`config.mk`:
```
export PLATFORM = sky130hd
export DESIGN_NAME = regfile_mp
export DESIGN_NICKNAME = d
export VERILOG_FILES = /design/src/rtl/regfile_mp.sv
export SDC_FILE = /design/constraint.sdc
export NUM_CORES = 2
export LEC_CHECK = 0
export BUFFER_PORTS_ARGS = -buffer_cell sky130_fd_sc_hd__buf_2
export CORE_ASPECT_RATIO = 1.2
export CORE_UTILIZATION = 45
export DETAILED_ROUTE_END_ITERATION = 10
export PLACE_DENSITY = 0.62
export SLEW_MARGIN = 20
export SYNTH_ARGS = -nofsm -noshare
export SYNTH_HDL_FRONTEND = slang
export SYNTH_SLANG_ARGS = --single-unit
```
`constraint.sdc`:
```
create_clock -name clk -period 1.9 [get_ports clk]
set_input_delay 0.095 -clock clk [delete_from_list [all_inputs] [get_ports clk]]
set_output_delay 0.095 -clock clk [all_outputs]
set_load 0.03 [all_outputs]
```
`src/rtl/regfile_mp.sv`:
```
// Multi-port register file with a dedicated PC register, write-to-read bypass,
// fixed write-port priority and a per-register busy scoreboard.

module regfile_mp_rd #(
  parameter int WIDTH     = 32,
  parameter int REG_COUNT = 16,
  parameter int AW        = 4,
  parameter int PC_INDEX  = 15,
  parameter int NUM_WRITE = 1,
  parameter int BYPASS    = 1
) (
  input  logic [AW-1:0]                   addr,
  input  logic [REG_COUNT-1:0][WIDTH-1:0] regs,
  input  logic [REG_COUNT-1:0]            busy,
  input  logic [WIDTH-1:0]                pc,
  input  logic                            bypass_en,
  input  logic [NUM_WRITE-1:0]            write_enable,
  input  logic [NUM_WRITE*AW-1:0]         write_addr,
  input  logic [NUM_WRITE*WIDTH-1:0]      write_value,
  output logic [WIDTH-1:0]                value,
  output logic                            busy_out
);
  localparam logic [AW-1:0] PCI = AW'(PC_INDEX);

  logic             hit;
  logic [WIDTH-1:0] bval;

  always_comb begin
    hit  = 1'b0;
    bval = '0;
    // Later ports overwrite earlier matches so the highest index wins, as in storage.
    if (BYPASS != 0 && bypass_en && addr != PCI) begin
      for (int w = 0; w < NUM_WRITE; w++) begin
        if (write_enable[w] && write_addr[w*AW +: AW] == addr) begin
          hit  = 1'b1;
          bval = write_value[w*WIDTH +: WIDTH];
        end
      end
    end
    value    = (addr == PCI) ? pc : regs[addr];
    busy_out = busy[addr];
    if (hit) begin
      value    = bval;
      busy_out = 1'b0;
    end
  end
endmodule

module regfile_mp #(
  parameter int              WIDTH     = 32,
  parameter int              REG_COUNT = 16,
  parameter int              PC_INDEX  = 15,
  parameter int              NUM_READ  = 2,
  parameter int              NUM_WRITE = 1,
  parameter int              BYPASS    = 1,
  parameter logic [WIDTH-1:0] PC_RESET = '0,
  localparam int             AW        = $clog2(REG_COUNT)
) (
  input  logic                       clk,
  input  logic                       reset,
  input  logic [NUM_READ*AW-1:0]     read_addr,
  output logic [NUM_READ*WIDTH-1:0]  read_value,
  output logic [NUM_READ-1:0]        read_busy,
  input  logic [NUM_WRITE-1:0]       write_enable,
  input  logic [NUM_WRITE*AW-1:0]    write_addr,
  input  logic [NUM_WRITE*WIDTH-1:0] write_value,
  input  logic                       reserve_enable,
  input  logic [AW-1:0]              reserve_addr,
  output logic [WIDTH-1:0]           pc,
  input  logic [WIDTH-1:0]           new_pc,
  input  logic                       update_pc
);
  localparam logic [AW-1:0] PCI = AW'(PC_INDEX);

  // Entry PC_INDEX of regs is never written; PC lives in its own register.
  logic [REG_COUNT-1:0][WIDTH-1:0] regs;
  logic [REG_COUNT-1:0]            busy;
  logic [NUM_READ-1:0][AW-1:0]     prev_addr;

  always_ff @(posedge clk) begin
    if (reset) begin
      regs      <= '0;
      busy      <= '0;
      prev_addr <= '0;
      pc        <= PC_RESET;
    end else begin
      prev_addr <= read_addr;
      if (update_pc) pc <= new_pc;
      for (int w = 0; w < NUM_WRITE; w++) begin
        if (write_enable[w]) begin
          if (write_addr[w*AW +: AW] == PCI) pc <= write_value[w*WIDTH +: WIDTH];
          else regs[write_addr[w*AW +: AW]] <= write_value[w*WIDTH +: WIDTH];
          busy[write_addr[w*AW +: AW]] <= 1'b0;
        end
      end
      // A reservation on the same edge as a write marks a new producer, so it wins.
      if (reserve_enable && reserve_addr != PCI) busy[reserve_addr] <= 1'b1;
    end
  end

  for (genvar i = 0; i < NUM_READ; i++) begin : g_rd
    regfile_mp_rd #(
      .WIDTH(WIDTH), .REG_COUNT(REG_COUNT), .AW(AW), .PC_INDEX(PC_INDEX),
      .NUM_WRITE(NUM_WRITE), .BYPASS(BYPASS)
    ) u_rd (
      .addr        (prev_addr[i]),
      .regs        (regs),
      .busy        (busy),
      .pc          (pc),
      .bypass_en   (!reset),
      .write_enable(write_enable),
      .write_addr  (write_addr),
      .write_value (write_value),
      .value       (read_value[i*WIDTH +: WIDTH]),
      .busy_out    (read_busy[i])
    );
  end

  always @(posedge clk) begin
    if (!reset) begin
      for (int r = 0; r < NUM_READ; r++)
        assert (int'(read_addr[r*AW +: AW]) < REG_COUNT) else $error("read_addr %0d out of range", r);
      for (int w = 0; w < NUM_WRITE; w++)
        if (write_enable[w])
          assert (int'(write_addr[w*AW +: AW]) < REG_COUNT) else $error("write_addr %0d out of range", w);
      if (reserve_enable)
        assert (int'(reserve_addr) < REG_COUNT) else $error("reserve_addr out of range");
    end
  end
endmodule

```
==> results.md <==
* Clk buf depth at 3
* CP most frequent cell: mux4_2
* Sequential fraction of the synthesis area at between 30% and 40%
* Critical path's slowest cell: mux4_2
* Drt total wl at 110,000 µm
* Unrepaired setup endpoints after global routing: yes
* Post-route ant nets at 0
* Placer Congestion at a little under 0.9
* CTS tree: yes
* Crit path max fanout at 9
* CTS Sinks at between 500 and 600
* CP Cell Sequence: buf_12 -> buf_16 -> mux4_2 -> mux4_2 -> mux2_4 -> buf_6
* Slew Limit Fails at 0
* Initial core utilization at between 40% and 50%
* CP peak stage delay at around 0.51 ns
* Run status: complete, but fails checks
* First-pass GRT wire length at about 160,000 µm
* Syn Inst Count at 3,088
* Nets@finish at approximately 3.5k
* Top routing layer in use: met4
* Most common cell after layout, fill and taps aside: nand2_1
* Residual DRC at 0
* Vias in the first global route at around 26k
* Initial DRC Count at around 3.3k
* Die Area at between 60,000 and 70,000 µm²
* Total length of routed met3 wires at roughly 11,000 µm
* Finish-stage setup viols at 66
* Met1 Routed Length at roughly 40,000 µm
* Max_cap viols at 0
* Syn nets at approximately 3.2k
* Period minus WS final at between 2 and 3 ns
* Die H at ~270 µm
* Slew HR at between 10% and 20%
* Final hold slack at 0.0341 ns
* Seq cells post-synth at 536
* Synth warnings at 0
* Wire length per cell at around 26 µm
* Placement Rows at 99
* WP buf/inv at 3
* Area Overhead vs Synth at 32.1%
* Power per standard cell area at ~740 nW/µm²
* Met2 wire length at about 52,000 µm
* WP data arrival at about 2.9 ns
* Post-route setup slack at -1.08 ns
* Die width at between 200 and 250 µm
* Fmax at 335 MHz
* Global Route Usage Sum at about a third
* Fin. Hold Viols at 0
* Final core occ at 60.2%
* Failing checks: setup timing
* Total global routing overflow at 0
* Post-Synthesis Cell Area at between 20,000 and 30,000 µm²
* Syn avg cell area at about 9 µm²
* Reg clk slew, reported paths at ~0.060 ns
* DP Worst Slack at -0.435 ns
* Number of port buffers at approximately 180
* Worst-Skew Late Latency at about 0.62 ns
* Number of buffers created by CTS at just under 60
* Top cell family by delay on the critical path: multiplexers
* Drt pass-1 iters at 6
* Ports at between 150 and 200
* CP endpoint kind: output pin
* Root Buffer: clkbuf_16
* Non-Filler Instances at 4,292
* Hold Crit Class: in -> reg
* # placed instances at 4,032
* Setup TNS at -57.90 ns
* CP startpoint kind: flop
* Drt via density at between 6 and 7
* Final Skew at 0 ns
* Layout cell share with drive strength beyond 1 at a little under a third
* Static Leak at 12.8 nW
* Hpwl dp at 68,600 µm
* Pin slew with the least headroom to its limit at about 1.2 ns
* Tcrit/Tclk final at 157%
* Routed via count at between 20k and 30k
* Number of distinct library cells after synthesis at 38
* H-tree Lvls at 2
* WP data required at between 1.5 and 2 ns
* Commonest cells after routing, fill and taps aside: nand2_1 (980), dfxtp_1 (528), a21oi_1 (483), mux4_2 (265), buf_4 (230)
* Initial antenna violation count at 1
* Worst Path Class, Setup: reg -> out
* Largest net degree at the start of global routing at between 200 and 250
* VDD IR max at about 670 µV
* Core area at slightly above 60,000 µm²
-- sequential cells by signal, indices dropped and copies added, names as in the netlist --
register	flops
regs	480
pc	32
busy	16
prev_addr	8
-- through the flow --
step	instance area [µm²]	total power, mW
6_report	36600	27.1
5_1_grt	36600	27.8
4_1_cts	36200	27.0
3_5_place_dp	31700	14.9
3_3_place_gp	31700	14.9
2_1_floorplan	28300	13.7
-- power breakdown --
part | internal, mW | switching (mW)
registers | 11.4 | 0.180
clock network | 6.92 | 4.82
logic | 1.67 | 2.10
-- Yosys cell counts --
cell | count | share of area (%)
nand2_1 | 980 | 13
dfxtp_1 | 536 | 39
a21oi_1 | 486 | 8.8
clkbuf_1 | 278 | 3.8
mux4_2 | 265 | 22
mux2i_1 | 96 | 3.5
nor2_1 | 95 | 1.3
mux2_2 | 35 | 1.4
a211oi_1 | 34 | 0.92
buf_2 | 34 | 0.61
nand2b_1 | 32 | 0.72
o21ai_0 | 32 | 0.58
a221oi_1 | 30 | 0.95
a31oi_1 | 30 | 0.68
o211ai_1 | 30 | 0.81
buf_1 | 14 | 0.19
nor2b_1 | 14 | 0.32
nand3_1 | 8 | 0.14
a22oi_1 | 7 | 0.19
buf_4 | 7 | 0.19
a32oi_1 | 6 | 0.19
and3_1 | 4 | 0.090
buf_12 | 4 | 0.29
nor3_1 | 4 | 0.072
xnor2_1 | 4 | 0.13
nor3b_1 | 3 | 0.081
and2_1 | 2 | 0.045
buf_6 | 2 | 0.081
inv_1 | 2 | 0.027
nand4_1 | 2 | 0.045
o2111ai_1 | 2 | 0.063
o211a_1 | 2 | 0.072
or2_2 | 2 | 0.045
xor2_1 | 2 | 0.063
and3b_1 | 1 | 0.032
and4_1 | 1 | 0.032
nand3b_1 | 1 | 0.027
or3b_1 | 1 | 0.032
-- final cells by class --
class / instances / area, µm²
multi-input combinational: 2211 / 16700
sequential: 536 / 10800
inverter: 2 / 7.51
antenna: 1 / 2.50
clock inverter: 15 / 218
clock buffer: 85 / 1730
fill: 4975 / 24200
tap: 808 / 1010
timing repair buffer: 634 / 6210
-- timing repair --
| action | 4_1_cts | 5_1_grt |
|---|---|---|
| gates cloned | 9 | 7 |
| gates resized for setup | 261 | 55 |
| endpoints found under the hold margin | 522 | 0 |
| setup buffers | 31 | 12 |
| setup endpoints to repair | 66 | 66 |
| hold buffers | 106 | 0 |
| pin swaps | 15 | 17 |
-- final timing paths --
path / to / start / slack (ns) / depth (start not counted)
setup reg to reg: pc[10] / pc[10] / 0.37 / 4
hold reg to reg: regs[324] / regs[324] / 0.47 / 2
setup / recovery: read_value[56] / prev_addr[4] / -1.08 / 6
hold / removal: pc[1] / new_pc[1] / 0.03 / 3
-- per-layer routing --
metal | up-vias | track usage (%)
met5 | - | 0
met4 | 0 | 19.4
met1 | 12900 | 41.6
met2 | 1710 | 56.9
met3 | 402 | 6.53
li1 | 11600 | -
-- cells by family after synthesis --
group,Yosys count,synth area share [%]
compound gates,659,13.2
xor+xnor,6,0.190
buf+inv,341,5.16
flops,536,38.7
mux,396,26.4
simple gates,1150,16.3
-- tightest hold or removal path, cell delays in order --
cell and delay [ns]:
buf_2 0.09, mux2i_1 0.16, a211oi_1 0.26
Note: power is estimated with default switching activity, not from simulation.
